$ cat config.mk
export PLATFORM = sky130hd
export DESIGN_NAME = gf180mcu_osu_sc_12t_dff_chain_ctrl
export DESIGN_NICKNAME = d
export VERILOG_FILES = /design/src/rtl/gf180mcu_osu_sc_dff_ctrl_pkg.sv /design/src/rtl/gf180mcu_osu_sc_pulse_timer.sv /design/src/rtl/gf180mcu_osu_sc_12t_dff_chain_ctrl.sv
export SDC_FILE = /design/constraint.sdc
export NUM_CORES = 1
export LEC_CHECK = 0
export BUFFER_PORTS_ARGS = -buffer_cell sky130_fd_sc_hd__buf_4
export CAP_MARGIN = 10
export CORE_UTILIZATION = 52
export CTS_BUF_LIST = sky130_fd_sc_hd__clkbuf_8 sky130_fd_sc_hd__clkbuf_16
export CTS_CLUSTER_DIAMETER = 100
export DETAILED_ROUTE_END_ITERATION = 8
export PLACE_DENSITY = 0.82
export SLEW_MARGIN = 20
export SYNTH_ARGS = -nofsm -noshare
export SYNTH_HDL_FRONTEND = slang
export SYNTH_SLANG_ARGS = --single-unit
$ cat constraint.sdc
create_clock -name CLK -period 2.4 [get_ports CLK]
set_clock_uncertainty 0.05 [all_clocks]
set_input_delay 0.24 -clock CLK [delete_from_list [all_inputs] [get_ports CLK]]
set_output_delay 0.24 -clock CLK [all_outputs]
set_load 0.005 [all_outputs]
$ cat src/rtl/gf180mcu_osu_sc_dff_ctrl_pkg.sv
// gf180mcu_osu_sc_dff_ctrl_pkg: shared state type, MODE bit positions and
// counter sizing helper for the DFF characterisation chain controller.
package gf180mcu_osu_sc_dff_ctrl_pkg;

    typedef enum logic [2:0] {
        S_IDLE,
        S_PRESET,
        S_GUARD,
        S_SHIFT_IN,
        S_CAPTURE,
        S_SHIFT_OUT,
        S_FINISH
    } state_e;

    localparam int MODE_PRESET  = 0;
    localparam int MODE_CAPTURE = 1;

    // Smallest width whose range strictly exceeds chain_len.
    function automatic int cnt_w_for(input int chain_len);
        return $clog2(chain_len + 1);
    endfunction

endpackage

$ cat src/rtl/gf180mcu_osu_sc_pulse_timer.sv
// gf180mcu_osu_sc_pulse_timer: loadable down-counter with a zero flag,
// used to time the set pulse and the set-recovery guard interval.
module gf180mcu_osu_sc_pulse_timer #(
    parameter int W = 3
) (
    input  logic         clk_i,
    input  logic         rst_i,
    input  logic         load_i,
    input  logic [W-1:0] load_val_i,
    output logic         zero_o
);

    logic [W-1:0] cnt_q, cnt_d;

    always_comb cnt_d = load_i ? load_val_i : ((cnt_q != '0) ? cnt_q - W'(1) : cnt_q);

    always_ff @(posedge clk_i or posedge rst_i)
        if (rst_i) cnt_q <= '0;
        else       cnt_q <= cnt_d;

    assign zero_o = (cnt_q == '0);

endmodule

$ cat src/rtl/gf180mcu_osu_sc_12t_dff_chain_ctrl.sv
// gf180mcu_osu_sc_12t_dff_chain_ctrl: preset / scan-load / capture / scan-unload
// sequencer for a chain of set-capable D flip-flops.
module gf180mcu_osu_sc_12t_dff_chain_ctrl
    import gf180mcu_osu_sc_dff_ctrl_pkg::*;
#(
    parameter int CHAIN_LEN = 32,
    parameter int CNT_W     = cnt_w_for(CHAIN_LEN),
    parameter int SET_PW    = 4,
    parameter int GUARD     = 1
) (
    input  logic       CLK,
    input  logic       RST,
    input  logic       START,
    input  logic [1:0] MODE,
    input  logic       ABORT,
    input  logic       DIN,
    input  logic       DIN_VALID,
    output logic       DIN_READY,
    output logic       DOUT,
    output logic       DOUT_VALID,
    input  logic       DOUT_READY,
    output logic       SCAN_D,
    output logic       SCAN_EN,
    output logic       CHAIN_CE,
    output logic       CHAIN_SN,
    input  logic       SCAN_Q,
    output logic       BUSY,
    output logic       DONE
);

    localparam int TMAX = (SET_PW > GUARD) ? SET_PW : GUARD;
    localparam int TW   = (TMAX > 1) ? $clog2(TMAX) : 1;

    state_e           state_q, state_d;
    logic [CNT_W-1:0] cnt_q, cnt_d;
    logic [1:0]       mode_q, mode_d;
    logic             t_load, t_zero;
    logic [TW-1:0]    t_val;
    logic             last;

    gf180mcu_osu_sc_pulse_timer #(.W(TW)) u_timer (
        .clk_i      (CLK),
        .rst_i      (RST),
        .load_i     (t_load),
        .load_val_i (t_val),
        .zero_o     (t_zero)
    );

    assign last = (cnt_q == CNT_W'(CHAIN_LEN - 1));

    always_comb begin
        state_d = state_q;
        cnt_d   = cnt_q;
        mode_d  = mode_q;
        t_load  = 1'b0;
        t_val   = TW'(SET_PW - 1);
        case (state_q)
            S_IDLE: if (START) begin
                mode_d  = MODE;
                cnt_d   = '0;
                t_load  = MODE[MODE_PRESET];
                state_d = MODE[MODE_PRESET] ? S_PRESET : S_SHIFT_IN;
            end
            S_PRESET: if (t_zero) begin
                t_load  = 1'b1;
                t_val   = TW'((GUARD > 0) ? GUARD - 1 : 0);
                state_d = (GUARD > 0) ? S_GUARD : S_SHIFT_IN;
            end
            S_GUARD: if (t_zero) state_d = S_SHIFT_IN;
            S_SHIFT_IN: if (DIN_VALID) begin
                cnt_d = last ? '0 : cnt_q + CNT_W'(1);
                if (last) state_d = mode_q[MODE_CAPTURE] ? S_CAPTURE : S_SHIFT_OUT;
            end
            S_CAPTURE: state_d = S_SHIFT_OUT;
            S_SHIFT_OUT: if (DOUT_READY) begin
                cnt_d = last ? '0 : cnt_q + CNT_W'(1);
                if (last) state_d = S_FINISH;
            end
            S_FINISH: state_d = S_IDLE;
            default: state_d = S_IDLE;
        endcase
        // Abort wins over every transition; the current cycle's handshake still stands.
        if (ABORT) begin
            state_d = S_IDLE;
            cnt_d   = '0;
        end
    end

    always_ff @(posedge CLK or posedge RST)
        if (RST) begin
            state_q <= S_IDLE;
            cnt_q   <= '0;
            mode_q  <= '0;
        end else begin
            state_q <= state_d;
            cnt_q   <= cnt_d;
            mode_q  <= mode_d;
        end

    // Outputs decode from state only, so async reset forces them immediately.
    assign BUSY       = (state_q != S_IDLE);
    assign DONE       = (state_q == S_FINISH);
    assign CHAIN_SN   = (state_q != S_PRESET);
    assign SCAN_EN    = (state_q != S_CAPTURE);
    assign DIN_READY  = (state_q == S_SHIFT_IN);
    assign DOUT_VALID = (state_q == S_SHIFT_OUT);
    assign SCAN_D     = DIN_READY & DIN;
    assign DOUT       = DOUT_VALID & SCAN_Q;
    assign CHAIN_CE   = (DIN_READY & DIN_VALID) | (state_q == S_CAPTURE) | (DOUT_VALID & DOUT_READY);

endmodule

# Word level (Yosys, flattened, before mapping)
# Index checks and enable logic that the tools add are counted.
# classes
n_eq_ne	16
n_mux	24
n_reduce_logical	9
n_bitwise	6
n_addsub	2
# ops
op	n
6-bit two-way mux	5
3-bit two-way mux	8
3-bit one-hot mux with 6 select lines	1
6-bit one-hot mux with 3 select lines	1
3-bit != test, second input constant	5
2-bit two-way mux	5
3-bit == test, second input constant	3
3-bit by 2-bit != test with 1-bit output, second input constant	3
7-bit AND reduction	1
6-bit by 1-bit adder with 6-bit output, second input constant	1
3-bit by 2-bit == test with 1-bit output, second input constant	2
6-bit by 5-bit == test with 1-bit output, second input constant	1
1-bit AND	4
4-bit AND reduction	1
2-bit nonzero test	2
4-bit nonzero test	1
3-bit by 1-bit == test with 1-bit output, second input constant	1
3-bit logical NOT	1
1-bit two-way mux	3
3-bit by 1-bit != test with 1-bit output, second input constant	1
3-bit nonzero test	1
2-bit logical NOT	1
1-bit OR	2
1-bit one-hot mux with 2 select lines	1
2 further kinds	2
# word_totals
word_cells	61
regBits	13

# Logic depth before layout (Yosys ltp)
# Gate-level depths: netlist (run 1).
# logic_depth
depth_word	5
ltp_mapped	6
ltp_nobuf	6

# By module
# From an unflattened synthesis (run 1), not the netlist that was laid out.
# unflattened
cells_unflattened	102
area_unflattened_um2	957.2
# modules_own_cells
mod	cells_per_inst	area_each_um2	instances	seq_area_each_um2
gf180mcu_osu_sc_12t_dff_chain_ctrl	89	829.5	1	250.2
gf180mcu_osu_sc_pulse_timer	13	127.6	1	50.0

# Worst setup path after synthesis (run 1)
# No wires, ideal clock.
# synth_path
kind	register -> register
startpoint	register cnt_q[0]
endpoint	register state_q[0]
slack_ps	723
arrival_time_ps	1501
setup_ps	126
stages_incl_launch_ff	6
required_ps	2224
path_cell_list	dfrtp_1 > ha_1 > nand4_1 > o211ai_1 > o221ai_2 > a221o_1
# synth_between
elab_chain_cells	3
word_cells_on_any_way	4
classes_between	3 x eq/ne; 1 x reduce/logical
# synth_rtl
element	line_no	rtl
from (decl)	gf180mcu_osu_sc_12t_dff_chain_ctrl.sv:35	logic [CNT_W-1:0] cnt_q, cnt_d;
from (signal assigned)	gf180mcu_osu_sc_12t_dff_chain_ctrl.sv:96	cnt_q <= cnt_d;
6-bit by 5-bit == test with 1-bit output (*)	gf180mcu_osu_sc_12t_dff_chain_ctrl.sv:49	assign last = (cnt_q == CNT_W'(CHAIN_LEN - 1));
3-bit by 2-bit != test with 1-bit output (no source line)	--	
7-bit AND reduction (no source line) (*)	--	
to (signal assigned)	gf180mcu_osu_sc_12t_dff_chain_ctrl.sv:95	state_q <= state_d;
to (decl)	gf180mcu_osu_sc_12t_dff_chain_ctrl.sv:34	state_e state_q, state_d;
# Mark *: on every way between the ends. The rest lies on a longest branch, timed or not.
# A chain may end at the register's enable or synchronous reset.

# Final worst setup path (run 1)
# layout_path
startpoint	register state_q[1]
endpoint	register cnt_q[3]
# layout_between
elab_chain_cells	3
word_cells_on_any_way	10
classes_between	5 x eq/ne; 2 x mux; 3 x reduce/logical
# layout_rtl
element	line_no	rtl
3-bit == test (tied with other cells)	gf180mcu_osu_sc_12t_dff_chain_ctrl.sv:57	case (state_q)
3-bit by 2-bit != test with 1-bit output (no source line) (tied with other cells)	--	
4-bit AND reduction (no source line) / 6-bit two-way mux (equally long branches)	--	
# Parallel ways exist; a longest one is shown, timed or not.

==> metrics.cfg, run 1 <==
[yosys]
synth_area_sq_um=848
ys_ff_latch=12
syn_avg_cell_area_sq_um=8.48
synth_ff_type=dfrtp_1
synth_seq_area_share=0.354
synthCells=100
yosysWarnings=0
synth_edf_count=0
synth.distinct_cells=40
async_flop_share=1.00
syn-num-nets=112

[routing]
initialDrtViolationCount=18
dr_total_vias=794
routedWlPerCell_microns=14.1
drtAntennaViolNets=0
vias_per_cell=5.93
wl_microns=1890
first_pass_iters=4
drc_errors=0

[finish]
final_common_cell=buf_4
area_growth_pct=22.3
n_antenna_cell=0
mostFrequentLayoutCells=buf_4 (18), dfrtp_1 (12), nand2_1 (11)
finish.utilization=0.689
fillers=127
finalNetCount=131
drive_gt1_frac=0.237
fin_cells=134

[place]
dp_hpwl_microns=1370
port_buffers=18
gp_congestion=0.808
place_inst=129

[global_routing]
grt_max_degree=19
antenna_found_initial=0
grtUsageTotal=0.236
grt_first_pass_wirelength_microns=3150
grt_pass1_vias=694
grt-ovfl-total=0

[setup_path]
critPathKind=flop to flop
required_ps=2470
cp.arrival_ps=2100
worstPathMaxFanout=12
crit_path_end_kind=flop
startpoint_type=flop

[clock_network]
tritoncts.num_buffers=3
insertion_delay_ps=240
cts_setup_buffers=0
clk_pin_slew_ps=50
cts-resized-gates=0
htree_levels=1
tritoncts=done
cts-root-buf=clkbuf_8
clk_path_buf_depth=2
ctsHoldBuffers=1
cts.sinks=12

[die]
die-area_sq_um=1800
coreArea_sq_um=1510
io_pins=19
chipHeight_microns=42.4
die_w_microns=42.4
num_rows=14
start_util=0.563

[timing]
post-route-min-period_ps=2020
holdWs_ps=164
slew_headroom=0.675
slew_viol_final=0
worstMarginPinSlew_ps=488
setup_viol=0
min_period_over_period=0.843
rsz0062_at_grt=false
fmax_ghz=0.494
hold_viol=0
fin_tns_setup_ps=0

[hold_path]
hold_class=input port to flop

[job]
drv_cap=0

[power_and_ir_drop]
power_leakage_uw=0.000487
powerDensity_nw_per_um2=1160
ir_drop_mv=0.619

[status]
outcome=complete, no violations

sequential cells by signal (all words and copies together), names as in the netlist:
signal and flops:
cnt_q 6, mode_q 1, state_q 3, u_timer.cnt_q 2
power by group:
group | leakage, uW | switching [uW] | internal (uW)
clock network | 0.0000288 | 75.4 | 145
registers | 0.000156 | 123 | 263
logic | 0.000302 | 306 | 289
total | 0.000487 | 504 | 696
path summary, 6_finish.rpt:
path                             startpoint                to  slack (ps)  cells past startpoint
hold reg to reg            u_timer.cnt_q[0]  u_timer.cnt_q[0]         470                      1
setup reg to reg                 state_q[1]          cnt_q[3]         380                      5
setup / recovery                 state_q[1]          cnt_q[3]         380                      5
hold / removal                      MODE[1]         mode_q[1]         160                      2
min in group asynchronous               RST         mode_q[1]         520                      3
max in group asynchronous               RST          cnt_q[4]        1450                      3
cells in the mapped netlist, types with 2 or more instances:
cell type  instances  area [sq um]
dfrtp_1           12           300
nand2_1           11          41.3
nor2_1            10          37.5
o21ai_0            7          35.0
and3_1             5          31.3
o21ai_1            5          25.0
inv_1              4          15.0
nand2b_1           3          18.8
nand3_1            3          15.0
nor2b_1            3          18.8
a22oi_1            2          15.0
clkbuf_1           2          7.51
ha_1               2          25.0
nor4_1             2          12.5
o31ai_1            2          15.0
or2_1              2          12.5
xor2_1             2          17.5
area by class of cell:
type	instances	area (sq um)	share of cell area
Multi-Input combinational cell	78	498	0.480
Inverter	5	18.8	0.0181
Sequential cell	12	300	0.290
Tap cell	16	20.0	0.0193
Clock buffer	4	55.1	0.0531
Timing Repair Buffer	19	145	0.140
per-layer routing:
layer / GRT usage / wire [microns] / part of all wire / vias to the layer above
met4: 0.0938 / 12 / 0.0064 / 0
met3: 0.0388 / 86 / 0.046 / 4
li1: - / - / - / 395
met1: 0.313 / 857 / 0.45 / 367
met5: 0 / 0 / 0 / -
met2: 0.385 / 928 / 0.49 / 28
metrics by stage:
step	power (uW)	setup slack (ps)	cell area (sq um)
final	1200	377	1040
after global routing	1300	233	1040
after CTS	1200	396	1040
after detailed placement	974	415	972
after global placement	952	531	972
after floorplan	827	723	848
worst max-delay path: stages, from the launching register on:
cell      delay, ps
dfrtp_1         590
and2b_1         280
a211oi_2        310
a21oi_2         170
nand2b_1        220
o31ai_1         280
cell families after synthesis:
logic type | synth area share
AO/OA/AOI/OAI | 0.223
multiplexers | 0.0251
adder cells (fa/ha/maj) | 0.0295
buffers and inverters | 0.0590
AND/OR/NAND/NOR | 0.289
flip-flops | 0.354
XOR/XNOR | 0.0207
Note: power is estimated with default switching activity, not from simulation.
==> run 2, diff against run 1 <==
CORE_ASPECT_RATIO = 0.75   (was not set)
CORE_UTILIZATION = 47   (was 52)
PLACE_DENSITY = 0.79   (was 0.82)
clock period = 1.6 ns   (was 2.4 ns; I/O delays follow)
==> run 2 against run 1 <==
  * The run now ends with negative setup slack left
  * Wire length grew 31%
  * Non-clock buffer count grew 21
  * Design area grew 26%
  * Sequential power grew 32%
  * Hold slack lost 81 ps
==> metrics.cfg, run 2 (same netlist as run 1, synthesis figures left out) <==
[routing]
routedWlPerCell_microns=15.4
vias_per_cell=5.69
initialDrtViolationCount=18
first_pass_iters=4
drtAntennaViolNets=0
wl_microns=2460
dr_total_vias=910
drc_errors=0

[finish]
largest_reg_flops=6
largest-register=cnt_q
finalNetCount=152
n_antenna_cell=0
final_common_cell=buf_4
top_regs=cnt_q (6), state_q (3), u_timer.cnt_q (2)
mostFrequentLayoutCells=buf_4 (35), nand2_1 (11), dfrtp_1 (10)
stdcell_area_sq_um=1310
drive_gt1_frac=0.446
area_growth_pct=54.0

[timing]
rsz0062_at_grt=true
hold_viol=0
fin_ws_ps=-198
fmax_ghz=0.556
slew_headroom=0.681
worstMarginPinSlew_ps=478
min_period_over_period=1.12
post-route-min-period_ps=1800
setup_viol=11
slew_viol_final=0

[die]
die_w_microns=51.1
die-area_sq_um=1980
coreArea_sq_um=1580
start_util=0.538
io_pins=19
num_rows=12
chipHeight_microns=38.8

[clock_network]
clk_path_buf_depth=2
tritoncts.num_buffers=3
cts-root-buf=clkbuf_8
cts.sinks=12
tritoncts=done
insertion_delay_ps=250
htree_levels=1
clk_pin_slew_ps=60

[setup_path]
r2r_start=state_q[1]
worstPathMaxFanout=6
required_ps=1730
r2r_cells=5
cp.arrival_ps=1930
crit_path_end_kind=flop
reg2reg_setup_slack_ps=-200
crit_start=state_q[1]
r2r_end=state_q[0]
critPathKind=flop to flop
startpoint_type=flop
cp-endpoint=state_q[0]

[global_routing]
antenna_found_initial=0
grt_max_degree=13
grt_pass1_vias=857
grtUsageTotal=0.281
grt_first_pass_wirelength_microns=3840
grt-ovfl-total=0

[power_and_ir_drop]
ir_drop_mv=1.16
powerDensity_nw_per_um2=1840
power_leakage_uw=0.000612

[status]
outcome=complete, but fails checks
violations=negative setup slack

[hold_path]
hold_class=input port to flop

[place]
dp_hpwl_microns=1770
port_buffers=18
gp_congestion=0.788
dpl_worst_slack_ps=-173
place_area_sq_um=1140

[job]
drv_cap=0

run 2: cell count changes in the layout (fill, tap and decap cells not counted), sizes merged:
cell / before / now
buf: 18 / 39
run 2: critical path, stage by stage (launching register included):
cell and delay [ps]:
dfrtp_1 430, and2b_2 270, a211oi_4 360, o221ai_4 190
nor4_1 260, a221o_1 170
run 2: how the worst min path moves through the flow:
stage,start,cells past startpoint,endpoint
after global routing,MODE[1],2,mode_q[1]
after floorplan,RST,1,cnt_q[0]
after CTS,MODE[1],2,mode_q[1]
after detailed placement,RST,2,u_timer.cnt_q[1]
after global placement,RST,2,u_timer.cnt_q[0]
final,MODE[1],2,mode_q[1]
run 2: per-layer routing:
metal | GRT usage | vias to the layer above | wire [microns]
met2 | 0.497 | 29 | 1210
met3 | 0.0745 | 7 | 107
li1 | - | 441 | -
met1 | 0.336 | 433 | 1100
met4 | 0.0903 | 0 | 46
met5 | 0 | - | 0
run 2: area by class of cell:
| class | instances | area [sq um] |
|---|---|---|
| flip-flops and latches | 12 | 303 |
| inverters | 5 | 18.8 |
| repair buffers | 40 | 318 |
| clock buffers | 4 | 55.1 |
| multi-input cells | 78 | 586 |
| fillers | 103 | 270 |
| well taps | 21 | 26.3 |
run 2: report_power, final:
part | internal [uW] | total [uW] | leakage, uW | switching [uW]
Sequential | 402 | 508 | 0.000154 | 106
Combinational | 788 | 1560 | 0.000430 | 773
Clock | 218 | 338 | 0.0000288 | 120
run 2: repair_timing:
item | 4_1_cts | 5_1_grt
endpoints found under the hold margin | 12 | 0
endpoints found under the setup margin | 11 | 14
pin swaps | 2 | 2
setup buffers | 1 | 1
cloned | 0 | 0
gates resized for setup | 6 | 15
hold buffers | 1 | 0
run 2: per-stage QoR:
step,power (uW),TNS [ps],utilization,hold slack (ps),cells
after floorplan,1270,-85.3,-,-25.3,100
after CTS,2230,-732,0.788,77.7,160
after detailed placement,1770,-999,0.723,167,154
final,2410,-1210,0.829,82.8,160
after global routing,2550,-1900,0.829,73.9,160
after global placement,1690,-296,0.723,153,154
==> run 3, diff against run 2 <==
ABC_AREA = 1   (was not set)
CORE_UTILIZATION = 48   (was 47)
==> run 3 against run 2 <==
  * The flow now finishes without violations
  * Setup slack better by 290 ps
  * First-iteration DRC count rose to 2.7 times the previous value
  * Non-clock buffer count down 19
  * Flip-flop and latch count unchanged
  * Core utilization down 18 points
  * Wire length down 13%
  * Register-to-register slack better by 310 ps
  * Count of clock-buffer cells in the layout down 1
  * Critical path depth up 1
  * Sequential power down 4.1%
  * Clock power down 22%
==> metrics.cfg, run 3 <==
[finish]
area_growth_pct=20.2
fillers=152
regArea_sq_um=304
drive_gt1_frac=0.361
largest_reg_flops=6
mostFrequentLayoutCells=nand2_1 (30), buf_4 (20), inv_1 (17)
multiInputGateArea_sq_um=571
n_antenna_cell=0
final_common_cell=nand2_1
top_regs=cnt_q (6), state_q (3), u_timer.cnt_q (2)
largest-register=cnt_q
finalNetCount=169

[job]
drv_cap=0

[yosys]
synth_area_sq_um=977
syn_avg_cell_area_sq_um=7.24
synth_common_cells=nand2_1 (31), inv_1 (17), nor2_1 (13)
async_flop_share=1.00
yosysTopAreaCellShare=0.307
yosysTopAreaCell=dfrtp_1
yosysMostFrequentCell=nand2_1
yosysWarnings=0
synth_seq_area_share=0.307
synth_ff_type=dfrtp_1
synth_edf_count=0
synthCells=135
synth.distinct_cells=25
ys_ff_latch=12
syn-num-nets=147
synth_area_leaders=dfrtp_1 (31%), nand2_1 (12%), nand2_2 (7.0%)

[global_routing]
busiest_layer=met2
grt-ovfl-total=0
grtUsageMet1=0.317
use_met3=0.0667
grt_max_degree=13
grt_pass1_vias=784
met2_usage=0.352
grt_first_pass_wirelength_microns=3460
antenna_found_initial=0
grtUsageTotal=0.231

[status]
outcome=complete, no violations

[setup_path]
r2r_cells=8
worstPathMaxFanout=5
reg2reg_setup_slack_ps=110
startpoint_type=flop
r2r_start=state_q[1]
r2r_end=cnt_q[3]
crit_path_end_kind=output pin
required_ps=1390
critPathKind=flop to output pin
cp.arrival_ps=1300

[timing]
fin_tns_setup_ps=0
fin_ws_ps=92.0
rsz0062_at_grt=true
hold_viol=0
post-route-min-period_ps=1510
worstMarginPinSlew_ps=472
setup_viol=0
holdWs_ps=105
slew_headroom=0.685
slew_viol_final=0
fmax_ghz=0.663
min_period_over_period=0.942

[die]
die_w_microns=54.1
coreArea_sq_um=1820
die-area_sq_um=2220
io_pins=19
num_rows=13
chipHeight_microns=41.1
start_util=0.536

[place]
gp_congestion=0.886
dp_hpwl_microns=1690
dpl_worst_slack_ps=53.5
port_buffers=18

[clock_network]
htree_levels=1
tritoncts=done
cts.sinks=12
insertion_delay_ps=240
clk_path_buf_depth=2
clk_pin_slew_ps=50
cts-root-buf=clkbuf_8
cts_setup_buffers=0
tritoncts.num_buffers=3

[power_and_ir_drop]
powerDensity_nw_per_um2=1350
ir_drop_mv=0.875
power_leakage_uw=0.000621

[routing]
first_pass_iters=4
initialDrtViolationCount=48
drtAntennaViolNets=0
vias_per_cell=5.31
routedWlPerCell_microns=12.1
drc_errors=0
dr_total_vias=940
wl_microns=2130

[hold_path]
holdPathEnd=mode_q[1]
hold_start=MODE[1]
holdPathStages=2
hold_class=input port to flop

==> run 3: changes by cell type in the layout (fill, tap and decap cells not counted), moves of 6 or more <==
| cell | delta |
|---|---|
| nand2_1 | +19 |
| buf_4 | -15 |
| inv_1 | +13 |
| nand2_2 | +12 |
| nand4_1 | +9 |
| nand3_1 | +6 |
| o21ai_1 | -6 |
==> run 3: where the power goes <==
part / switching, uW / internal, uW
sequential: 96.8 / 390
combinational: 502 / 329
clock: 100 / 165
==> run 3: kinds of logic (layout without fill, tap and decap cells) <==
logic type	Yosys count	after routing	synth area share
xor+xnor	1	1	0.00896
mux	1	1	0.0115
fa+ha+maj	2	2	0.0256
flops	12	12	0.307
simple gates	85	85	0.455
buf+inv	23	43	0.119
compound gates	11	11	0.0730
==> run 3: layout make-up <==
type                    instances  share of cell area
inverters                      19              0.0607
clock buffers                   3              0.0351
well taps                      22              0.0234
repair buffers                 21               0.136
multi-input cells             100               0.486
flip-flops and latches         12               0.259
==> run 3: stage by stage <==
stage	util	power (uW)	std cells	area (sq um)
after floorplan	-	1140	135	977
after global placement	0.609	1270	173	1110
after detailed placement	0.609	1290	173	1110
after CTS	0.637	1570	177	1160
after global routing	0.645	1700	177	1170
final	0.645	1580	177	1170
==> run 3: worst max-delay path by stage <==
| stage | from | to | slack (ps) | cells after the start |
|---|---|---|---|---|
| after floorplan | cnt_q[0] | state_q[1] | 220 | 8 |
| after global placement | state_q[2] | cnt_q[3] | 100 | 7 |
| after detailed placement | cnt_q[0] | cnt_q[1] | 50 | 8 |
| after CTS | state_q[2] | CHAIN_CE | 40 | 5 |
| after global routing | state_q[1] | CHAIN_CE | -1 | 6 |
| final | state_q[1] | CHAIN_CE | 90 | 6 |
==> run 3: timing repair <==
item                                   4_1_cts  5_1_grt
setup endpoints to repair                    0        6
hold buffers                                 1        0
endpoints found under the hold margin       12        0
gates resized for setup                      0        6
==> run 3: metal layers <==
| layer | wire, microns | up-vias |
|---|---|---|
| met5 | 0 | - |
| met3 | 188 | 2 |
| met2 | 920 | 44 |
| met1 | 1010 | 413 |
| met4 | 12 | 0 |
| li1 | - | 481 |
==> run 3: critical path, stage by stage (launching register included) <==
cell	delay [ps]
dfrtp_2	450
inv_2	120
nand3_2	140
inv_1	130
nand2_1	50
nand3_1	60
buf_4	110
